===== src/rtl/uart_rx_fifo.sv =====
// uart_rx_fifo: 8N1 UART receiver feeding a circular receive FIFO.
//
// Parameters
//   CLKS_PER_BIT : clk cycles per UART bit (4..65535)
//   FIFO_DEPTH   : receive FIFO entries, power of two (2..256)
//
// Ports
//   clk         : single clock for all logic
//   rst_n       : asynchronous active-low reset
//   uart_rx     : asynchronous serial line, idle high
//   rx_data     : FIFO head byte, valid while rx_valid=1 (8'h00 when empty)
//   rx_valid    : FIFO not empty
//   rx_ready    : consumer accepts; pop when rx_valid && rx_ready
//   fifo_level  : current FIFO occupancy
//   framing_err : one-cycle pulse on a bad stop bit
//   overrun     : sticky, set when a received byte is dropped on a full FIFO
//   clr_err     : synchronous clear of overrun (a same-cycle drop wins)
module uart_rx_fifo #(
  parameter int CLKS_PER_BIT = 234,
  parameter int FIFO_DEPTH   = 16
) (
  input  logic                         clk,
  input  logic                         rst_n,
  input  logic                         uart_rx,
  output logic [7:0]                   rx_data,
  output logic                         rx_valid,
  input  logic                         rx_ready,
  output logic [$clog2(FIFO_DEPTH):0]  fifo_level,
  output logic                         framing_err,
  output logic                         overrun,
  input  logic                         clr_err
);

  localparam int AW = $clog2(FIFO_DEPTH);
  localparam logic [15:0] HALF_BIT = 16'((CLKS_PER_BIT - 1) / 2);
  localparam logic [15:0] FULL_BIT = 16'(CLKS_PER_BIT - 1);

  typedef enum logic [2:0] {
    IDLE      = 3'd0,
    START     = 3'd1,
    DATA      = 3'd2,
    STOP      = 3'd3,
    WAIT_HIGH = 3'd4
  } state_e;

  // Synchronizer
  logic rx_meta_q, rxs_q;

  // Receiver
  state_e      state_q, state_d;
  logic [15:0] timer_q, timer_d;
  logic [2:0]  bit_idx_q, bit_idx_d;
  logic [7:0]  shift_q, shift_d;
  logic        timer_zero;
  logic        byte_done;
  logic        frame_bad;

  // FIFO
  logic [7:0]  mem_q [FIFO_DEPTH];
  logic [AW:0] wr_ptr_q, wr_ptr_d;
  logic [AW:0] rd_ptr_q, rd_ptr_d;
  logic        framing_err_q, framing_err_d;
  logic        overrun_q, overrun_d;
  logic        full, empty, pop, push_ok, drop;

  // Two-flop synchronizer; both flops idle high so reset does not look
  // like a start bit.
  always_ff @(posedge clk or negedge rst_n) begin
    if (!rst_n) begin
      rx_meta_q <= 1'b1;
      rxs_q     <= 1'b1;
    end else begin
      rx_meta_q <= uart_rx;
      rxs_q     <= rx_meta_q;
    end
  end

  // State register
  always_ff @(posedge clk or negedge rst_n) begin
    if (!rst_n) begin
      state_q   <= IDLE;
      timer_q   <= '0;
      bit_idx_q <= '0;
      shift_q   <= '0;
    end else begin
      state_q   <= state_d;
      timer_q   <= timer_d;
      bit_idx_q <= bit_idx_d;
      shift_q   <= shift_d;
    end
  end

  assign timer_zero = (timer_q == '0);

  // Next-state logic
  always_comb begin
    state_d   = state_q;
    timer_d   = timer_q;
    bit_idx_d = bit_idx_q;
    shift_d   = shift_q;
    unique case (state_q)
      IDLE: begin
        if (!rxs_q) begin
          state_d = START;
          timer_d = HALF_BIT;
        end
      end
      START: begin
        // Re-check the line mid start bit to reject short glitches.
        if (timer_zero) begin
          if (rxs_q) begin
            state_d = IDLE;
          end else begin
            state_d   = DATA;
            timer_d   = FULL_BIT;
            bit_idx_d = 3'd0;
          end
        end else begin
          timer_d = timer_q - 16'd1;
        end
      end
      DATA: begin
        if (timer_zero) begin
          shift_d = {rxs_q, shift_q[7:1]};
          timer_d = FULL_BIT;
          if (bit_idx_q == 3'd7) begin
            state_d = STOP;
          end else begin
            bit_idx_d = bit_idx_q + 3'd1;
          end
        end else begin
          timer_d = timer_q - 16'd1;
        end
      end
      STOP: begin
        if (timer_zero) begin
          state_d = rxs_q ? IDLE : WAIT_HIGH;
        end else begin
          timer_d = timer_q - 16'd1;
        end
      end
      WAIT_HIGH: begin
        // Hold here through a break so it reports a single framing error.
        if (rxs_q) begin
          state_d = IDLE;
        end
      end
      default: state_d = IDLE;
    endcase
  end

  // Output decode
  always_comb begin
    byte_done = 1'b0;
    frame_bad = 1'b0;
    if (state_q == STOP && timer_zero) begin
      byte_done = rxs_q;
      frame_bad = !rxs_q;
    end
  end

  // FIFO control. Pointers carry one extra bit so full and empty differ
  // only in the MSB.
  always_comb begin
    empty         = (wr_ptr_q == rd_ptr_q);
    full          = (wr_ptr_q[AW] != rd_ptr_q[AW]) &&
                    (wr_ptr_q[AW-1:0] == rd_ptr_q[AW-1:0]);
    pop           = !empty && rx_ready;
    // A pop in the same cycle frees the slot, so a full FIFO still accepts.
    push_ok       = byte_done && (!full || pop);
    drop          = byte_done && full && !pop;
    wr_ptr_d      = wr_ptr_q + (AW+1)'(push_ok);
    rd_ptr_d      = rd_ptr_q + (AW+1)'(pop);
    framing_err_d = frame_bad;
    overrun_d     = overrun_q;
    if (clr_err) begin
      overrun_d = 1'b0;
    end
    if (drop) begin
      overrun_d = 1'b1;
    end
  end

  always_ff @(posedge clk or negedge rst_n) begin
    if (!rst_n) begin
      wr_ptr_q      <= '0;
      rd_ptr_q      <= '0;
      framing_err_q <= 1'b0;
      overrun_q     <= 1'b0;
    end else begin
      wr_ptr_q      <= wr_ptr_d;
      rd_ptr_q      <= rd_ptr_d;
      framing_err_q <= framing_err_d;
      overrun_q     <= overrun_d;
    end
  end

  // Storage is not reset; rx_data is masked while the FIFO is empty.
  always_ff @(posedge clk) begin
    if (push_ok) begin
      mem_q[wr_ptr_q[AW-1:0]] <= shift_q;
    end
  end

  assign rx_valid    = !empty;
  assign rx_data     = empty ? 8'h00 : mem_q[rd_ptr_q[AW-1:0]];
  assign fifo_level  = wr_ptr_q - rd_ptr_q;
  assign framing_err = framing_err_q;
  assign overrun     = overrun_q;

endmodule


===== config.mk =====
export PLATFORM = sky130hd
export DESIGN_NAME = uart_rx_fifo
export DESIGN_NICKNAME = d
export VERILOG_FILES = /design/src/rtl/uart_rx_fifo.sv
export SDC_FILE = /design/constraint.sdc
export NUM_CORES = 1
export LEC_CHECK = 0
export BUFFER_PORTS_ARGS = -buffer_cell sky130_fd_sc_hd__buf_2
export CORE_ASPECT_RATIO = 0.75
export CORE_MARGIN = 2
export CORE_UTILIZATION = 62
export CTS_BUF_LIST = sky130_fd_sc_hd__clkbuf_8 sky130_fd_sc_hd__clkbuf_16
export DETAILED_ROUTE_END_ITERATION = 8
export GPL_ROUTABILITY_DRIVEN = 0
export PLACE_DENSITY = 0.77
export SLEW_MARGIN = 20
export SYNTH_ARGS = -nofsm -noshare
export SYNTH_HDL_FRONTEND = slang
export SYNTH_SLANG_ARGS = --single-unit

===== constraint.sdc =====
create_clock -name clk -period 4.8 [get_ports clk]
set_input_delay 0.48 -clock clk [delete_from_list [all_inputs] [get_ports clk]]
set_output_delay 0.48 -clock clk [all_outputs]
set_load 0.02 [all_outputs]

After elaboration in Yosys (flattened, before gate mapping)
Memories as Yosys holds them, arrays and structs flattened.
Cells that the tools add are included.
{"block": "classes", "n_addsub": 5, "eq_ne": 18, "n_mux": 27, "n_reduce_logical": 20}
{"cell": "$mux W16", "count": 5}
{"cell": "$pmux W16 S4", "count": 1}
{"cell": "$mux W3", "count": 11}
{"cell": "$ne A2 B2 Y1 const B", "count": 9}
{"cell": "$logic_not A16 Y1", "count": 1}
{"cell": "$sub A16 B1 Y16 const B", "count": 1}
{"cell": "$pmux W3 S5", "count": 1}
{"cell": "$add A5 B1 Y5", "count": 2}
{"cell": "$mux W8", "count": 1}
{"cell": "$eq A3 B2 Y1 const B", "count": 2}
{"cell": "$eq A3 B3 Y1 const B", "count": 2}
{"cell": "$logic_and A1 B1 Y1", "count": 6}
{"cell": "$mux W1", "count": 6}
{"cell": "$pmux W3 S2", "count": 1}
{"cell": "$reduce_and A6 Y1", "count": 1}
{"cell": "$eq A5 B5 Y1", "count": 1}
{"cell": "$reduce_and A5 Y1", "count": 1}
{"cell": "$sub A5 B5 Y5", "count": 1}
{"cell": "$eq A4 B4 Y1", "count": 1}
{"cell": "$logic_not A1 Y1", "count": 4}
{"cell": "$reduce_and A4 Y1", "count": 1}
{"cell": "$reduce_bool A2 Y1", "count": 2}
{"cell": "$reduce_bool A4 Y1", "count": 1}
{"cell": "$add A3 B1 Y3 const B", "count": 1}
{"cell": "other kinds (7)", "count": 7}
{"block": "totals", "ff_bits": 44, "ram_bits": 128, "input_bits": 5, "out_inout_bits": 16, "wordCells": 81, "mem_count": 1}
{"memory": "mem_q", "depth": 16, "width": 8, "rd": 1, "rd_clocked_by_memory_dff": 0, "write_ports": 1, "line": "59", "source": "logic [7:0] mem_q [FIFO_DEPTH];"}

Logic depth before layout (Yosys ltp)
Gate-level depths: netlist of the first run.
{"block": "depth", "depth_word": 7, "depth_mapped": 11, "depth_no_buf": 9}

Worst setup path before layout of the first run
Ideal clock, no wire load.
{"block": "synth_timing", "path_kind": "register to register", "from": "register timer_q[0]", "to": "memory mem_q[4][0] (enable)", "setup_time_ns": 0.383, "arrival_ns": 3.009, "required_time_ns": 4.417, "slack_ns": 1.407, "path_stages_with_launch": 9, "n_path_buf": 1, "synth_period_minus_slack_ns": 3.393, "path_cell_list": "dfrtp_1 > inv_1 > ha_1 > or4b_2 > or4_1 > buf_4 > nor4_4 > nand3b_1 > nor3_1"}
{"block": "synth_via", "elab_chain_len": 6}
{"element": "start: declaration", "line": "51", "source": "logic [15:0] timer_q, timer_d;"}
{"element": "start signal: assignment", "line": "87", "source": "timer_q <= timer_d;"}
{"element": "$logic_not A16 Y1", "line": "93", "source": "assign timer_zero = (timer_q == '0);"}
{"element": "$logic_and A1 B1 Y1", "line": "156", "source": "if (state_q == STOP && timer_zero) begin"}
{"element": "$mux W1", "line": "156"}
{"element": "$logic_and A1 B1 Y1", "line": "170", "source": "push_ok = byte_done && (!full || pop);"}
{"element": "$mux W1", "line": "200", "source": "if (push_ok) begin"}
{"element": "$mux W1 (not written as such)", "line": "201", "source": "mem_q[wr_ptr_q[AW-1:0]] <= shift_q;"}
{"element": "end: declaration", "line": "59"}
No other way between the ends.

Worst setup path after layout of the first run
{"block": "layout_timing", "from": "register timer_q[0]", "to": "memory mem_q[5][2] (enable)"}
Same word-level chain as after synthesis.

==> reports/qor.yml, run 1 <==
run_status:
  status: "completed"
power_and_ir_drop:
  clkPwrFrac: 0.357
  peakVddDrop_uv: 309
  comb_power_share: 0.196
  power.internal_mw: 2.57
  p_per_area_nw_per_um2: 447
  total_power_mw: 3.66
  switchingPower_mw: 1.09
  p_leak_nw: 3.27
  p_seq_frac: 0.446
  netSwitchingFraction: 0.298
clocking:
  clock_latency_ns: 0.42
  numCtsBuffers: 17
  ctsHoldBuffers: 0
  post_cts.repair.setup_buffers: 0
  cts_tree: "built"
  post_cts_resized: 0
  clkTransAtPathRegs_ns: 0.07
  cts_sinks: 172
  cts.root.buffer_cell: "clkbuf_16"
  htreeDepth: 4
  clk_path_buf_depth: 2
layout:
  area_growth_pct: 11.6
  drive_gt1_frac: 0.222
  nFillCells: 755
  nNetsFinal: 514
  num_antenna_cells: 0
  fin_area_um2: 8190
timing:
  worstMarginPinSlew_ns: 0.957
  setup_violations: 0
  hold_viol_final: 0
  skew_ns: 0.0101
  fin_crit_ns: 3.88
  clock.fmax_mhz: 258
  rsz0062_at_grt: "false"
  tns_ns: 0
  min_period_over_period: 0.808
  slew_violations: 0
  relSlewSlack: 0.362
routing:
  vias_per_cell: 6.47
  drt_wl_total_mm: 16.1
  num_vias: 4341
  drt-pass1-iter-count: 8
  drt_iter0_drc: 711
  drc: 0
  routedWlPerCell_um: 24.0
  ant_nets: 0
yosys:
  ys_seq_area_frac: 0.674
  ys.flop_type: "edfxtp_1"
  syn_area_per_cell_um2: 15.6
  ys_warn_count: 0
  syn_nets: 488
  synthArstFlopShare: 0.256
  synth_top_area_cell: "edfxtp_1"
  synth.top_cells.by_count: "edfxtp_1 (128), dfrtp_1 (42), nand2_1 (34)"
  ys_types: 56
  synthTopCellsByArea: "edfxtp_1 (52%), dfrtp_1 (14%), mux4_2 (9.8%)"
  ys_ff_latch: 172
  synth_edf_count: 128
  yosysMostFrequentCell: "edfxtp_1"
  netlist.area_leader.share: 0.524
  synth_area_um2: 7340
  syn_inst: 470
critical_path:
  crit_required_ns: 4.85
  cp.arrival_ns: 3.93
  cp_slowest_cell: "or4_1"
  critPathKind: "register to register"
  end_kind: "register"
  slowest_delay_ns: 0.74
  crit_path_start_kind: "register"
  critical_path.max_fanout: 10
  crit_chain: "inv_1, ha_1, or4b_2, or4_1, nor4_4, nand3b_1, nor2_1"
global_route:
  grt_overflow: 0
  grt_pass1_vias: 4189
  groute.usage.overall: 0.275
  grt_start_max_net_pins: 45
  antenna_found_initial: 0
  grt_first_pass_wirelength_mm: 25.1
floorplanning:
  die_w_um: 130
  die_area_um2: 12700
  rows: 34
  core_um2: 11600
  initial_core_util: 0.634
  io_pins: 21
  dieHeight_um: 98.2
placed_design:
  dpl-instance-area_um2: 7610
  port_buffers: 20
  hpwl_mm: 10.5
job:
  drv_cap: 0
min_path:
  hp-class: "primary input to register"
cell type report:
class	instances	area, um2	share of cell area
sequential	172	4950	0.604
multi-input combinational	262	2250	0.274
clock buffer	17	425	0.0519
tap	162	203	0.0247
timing repair buffer	28	160	0.0196
clock inverter	15	150	0.0183
inverter	15	56.3	0.00687
final timing paths:
path | startpoint | slack [ns] | to | cells after the start
setup / recovery | timer_q[0] | 0.92 | mem_q[5][2] | 7
hold / removal | uart_rx | 0.15 | rx_meta_q | 1
setup reg to reg | timer_q[0] | 0.92 | mem_q[5][2] | 7
hold reg to reg | rx_meta_q | 0.36 | rxs_q | 0
max in group asynchronous | rst_n | 3.94 | rd_ptr_q[0] | 1
min in group asynchronous | rst_n | 0.20 | state_q[2] | 1
worst max-delay path, delay by kind of cell (launching register included):
family / cells / cell delay [ns]
buf+inv: 1 / 0.18
fa+ha+maj: 1 / 0.18
flops: 1 / 0.40
simple gates: 5 / 2.74
power by group through the flow:
stage,combinational [mW],clock (mW),sequential [mW]
2_1_floorplan,0.535,0,1.65
3_3_place_gp,0.710,0,1.66
3_5_place_dp,0.722,0,1.67
4_1_cts,0.726,1.33,1.64
5_1_grt,0.772,1.39,1.64
6_report,0.719,1.31,1.64
cells by family (layout without fill, tap and decap cells):
kind of cell               Yosys count  after routing  share of synthesized area
AOI/OAI and AO/OA                   65             65                     0.0614
DFF                                172            172                      0.674
and+or+nand+nor                    125            125                     0.0868
adders and majority gates           13             13                     0.0232
xor gates and xnor gates            10             10                     0.0119
muxes                               49             49                      0.123
buffers and inverters               36             75                     0.0193
sequential cells by signal, indices dropped and copies added, names as in the netlist, 3 cells and up:
register and count:
wr_ptr_q 5, timer_q 16, shift_q 8, state_q 3, bit_idx_q 3, mem_q 128, rd_ptr_q 5
placed cells by master, fill, tap and decap left out, types with 8 or more instances in the layout:
master       n
edfxtp_1   128
dfrtp_1     41
nand2_1     34
mux4_2      32
nor2_1      29
buf_2       20
a21oi_1     19
clkbuf_16   17
inv_1       13
nand3_1     13
nor3_1      12
ha_1        12
and3_1       9
a211oi_1     9
mux2_2       9
xnor2_1      8
mux2i_1      8
buf_4        8
metrics by stage:
step | hold slack (ns) | util | worst slack [ns] | std cells
floorplan | 0.184 | - | 1.41 | 470
global placement | 0.349 | 0.658 | 1.11 | 639
detailed placement | 0.348 | 0.658 | 0.976 | 639
CTS | 0.134 | 0.708 | 0.944 | 671
global route | 0.128 | 0.708 | 0.630 | 671
finish | 0.150 | 0.708 | 0.920 | 671
routing by layer:
layer | GRT usage | vias up | wire [um]
met4 | 0.0918 | 0 | 315
met1 | 0.443 | 2159 | 7050
li1 | - | 1896 | -
met5 | 0 | - | 0
met3 | 0.0712 | 32 | 1700
met2 | 0.371 | 254 | 7020
(Power assumes the default switching activity.)
==> inputs of run 2 (changes only) <==
Clock period 4.8 ns to 3.7 ns, I/O delays scaled along.
==> reports/qor.yml, run 2 (same netlist as run 1, synthesis figures left out) <==
run_status:
  status: "completed"
floorplanning:
  core_um2: 11600
  die_w_um: 130
  io_pins: 21
  initial_core_util: 0.634
  die_area_um2: 12700
  rows: 34
  dieHeight_um: 98.2
routing:
  drt-pass1-iter-count: 5
  drt_wl_total_mm: 15.9
  num_vias: 4369
  vias_per_cell: 6.36
  drc: 0
  drt_iter0_drc: 691
  routedWlPerCell_um: 23.1
  ant_nets: 0
clocking:
  clkTransAtPathRegs_ns: 0.07
  cts_tree: "built"
  clock_latency_ns: 0.42
  numCtsBuffers: 17
  cts_sinks: 172
  cts.root.buffer_cell: "clkbuf_16"
  htreeDepth: 4
  clk_path_buf_depth: 2
global_route:
  grt_first_pass_wirelength_mm: 25.0
  antenna_found_initial: 0
  grt_overflow: 0
  grt_start_max_net_pins: 45
  grt_pass1_vias: 4257
  groute.usage.overall: 0.274
layout:
  multiInputGateArea_um2: 2250
  layout_commonest_cell: "edfxtp_1"
  utilization: 0.722
  nNetsFinal: 530
  final_cell_mix: "edfxtp_1 (128), dfrtp_1 (41), nand2_1 (34)"
  drive_gt1_frac: 0.242
  area_growth_pct: 13.8
  ff_latch_area_um2: 4950
  nFillCells: 722
  num_antenna_cells: 0
  largest_register_ffs: 128
critical_path:
  critPathKind: "register to output port"
  crit_path_start_kind: "register"
  rrSetupSlack_ns: 0.38
  cp.arrival_ns: 3.00
  critical_path.max_fanout: 11
  startpoint: "rd_ptr_q[3]"
  reg2reg_depth: 9
  end_kind: "output port"
  r2r-end: "mem_q[12][5]"
  crit_required_ns: 3.33
  setup.worst_path.end: "rx_data[2]"
  worstReg2RegStart: "timer_q[0]"
power_and_ir_drop:
  power.internal_mw: 3.51
  p_per_area_nw_per_um2: 584
  clkPwrFrac: 0.372
  total_power_mw: 4.88
  peakVddDrop_uv: 546
  netSwitchingFraction: 0.280
  comb_power_share: 0.192
  p_seq_frac: 0.436
  p_leak_nw: 3.37
  switchingPower_mw: 1.37
timing:
  hold_viol_final: 0
  rsz0062_at_grt: "false"
  worstMarginPinSlew_ns: 0.908
  min_period_over_period: 0.910
  clock.fmax_mhz: 297
  whs_ns: 0.0463
  relSlewSlack: 0.394
  slew_violations: 0
  fin_crit_ns: 3.37
  setup_violations: 0
  skew_ns: 0.0142
  tns_ns: 0
job:
  drv_cap: 0
placed_design:
  hpwl_mm: 10.4
  port_buffers: 20
min_path:
  hp-class: "primary input to register"
run 2: changes by cell type in the layout (fill, tap and decap cells not counted), sizes merged:
| cell | delta |
|---|---|
| inv | -3 |
| bufinv | +3 |
| clkinvlp | +2 |
| dlygate4sd3 | +1 |
| clkinv | -2 |
| buf | +15 |
run 2: cell type report:
type                            instances  area share
Clock buffer                           17      0.0509
Multi-Input combinational cell        262       0.269
Sequential cell                       172       0.593
Timing Repair Buffer                   44      0.0342
Tap cell                              162      0.0243
Clock inverter                         15      0.0223
Inverter                               15     0.00674
run 2: worst min path at each step:
stage               startpoint      endpoint  slack (ns)  depth (start not counted)
floorplan                rst_n  bit_idx_q[0]        0.07                          0
global placement     rx_meta_q         rxs_q        0.35                          0
detailed placement   rx_meta_q         rxs_q        0.36                          0
CTS                    uart_rx     rx_meta_q        0.04                          1
global route           uart_rx     rx_meta_q        0.03                          1
finish                 uart_rx     rx_meta_q        0.05                          1
run 2: per-stage QoR:
stage                     setup slack, ns  instances  area, um2
after detailed placement            0.433        654       7730
after floorplan                     0.307        470       7340
after global routing                0.141        687       8350
after CTS                           0.333        686       8340
after global placement              0.526        654       7730
final                               0.331        687       8350
run 2: metal layers:
layer	global-route usage	wire length, um	up-vias
li1	-	-	1920
met1	0.459	7270	2197
met4	0.0637	182	0
met3	0.0641	1560	19
met2	0.369	6850	233
met5	0	0	-
run 2: critical path, stage by stage (launching register included):
cell and delay, ns:
dfrtp_1 0.64, inv_1 0.26, ha_1 0.40, nand4_1 0.17, nor2b_1 0.74, a211oi_1 0.14, buf_2 0.22
run 2: power groups by stage:
stage	combinational (mW)	clock (mW)	sequential, mW
2_1_floorplan	0.694	0	2.14
3_3_place_gp	0.930	0	2.16
3_5_place_dp	0.945	0	2.16
4_1_cts	0.945	1.83	2.13
5_1_grt	1.00	1.91	2.13
6_report	0.937	1.82	2.13
run 2: what timing repair did:
item | in CTS | in global routing
hold buffers | 0 | 1
gates resized for setup | 0 | 0
endpoints found under the setup margin | 0 | 0
buffers inserted | 0 | 0
endpoints found under the hold margin | 0 | 28
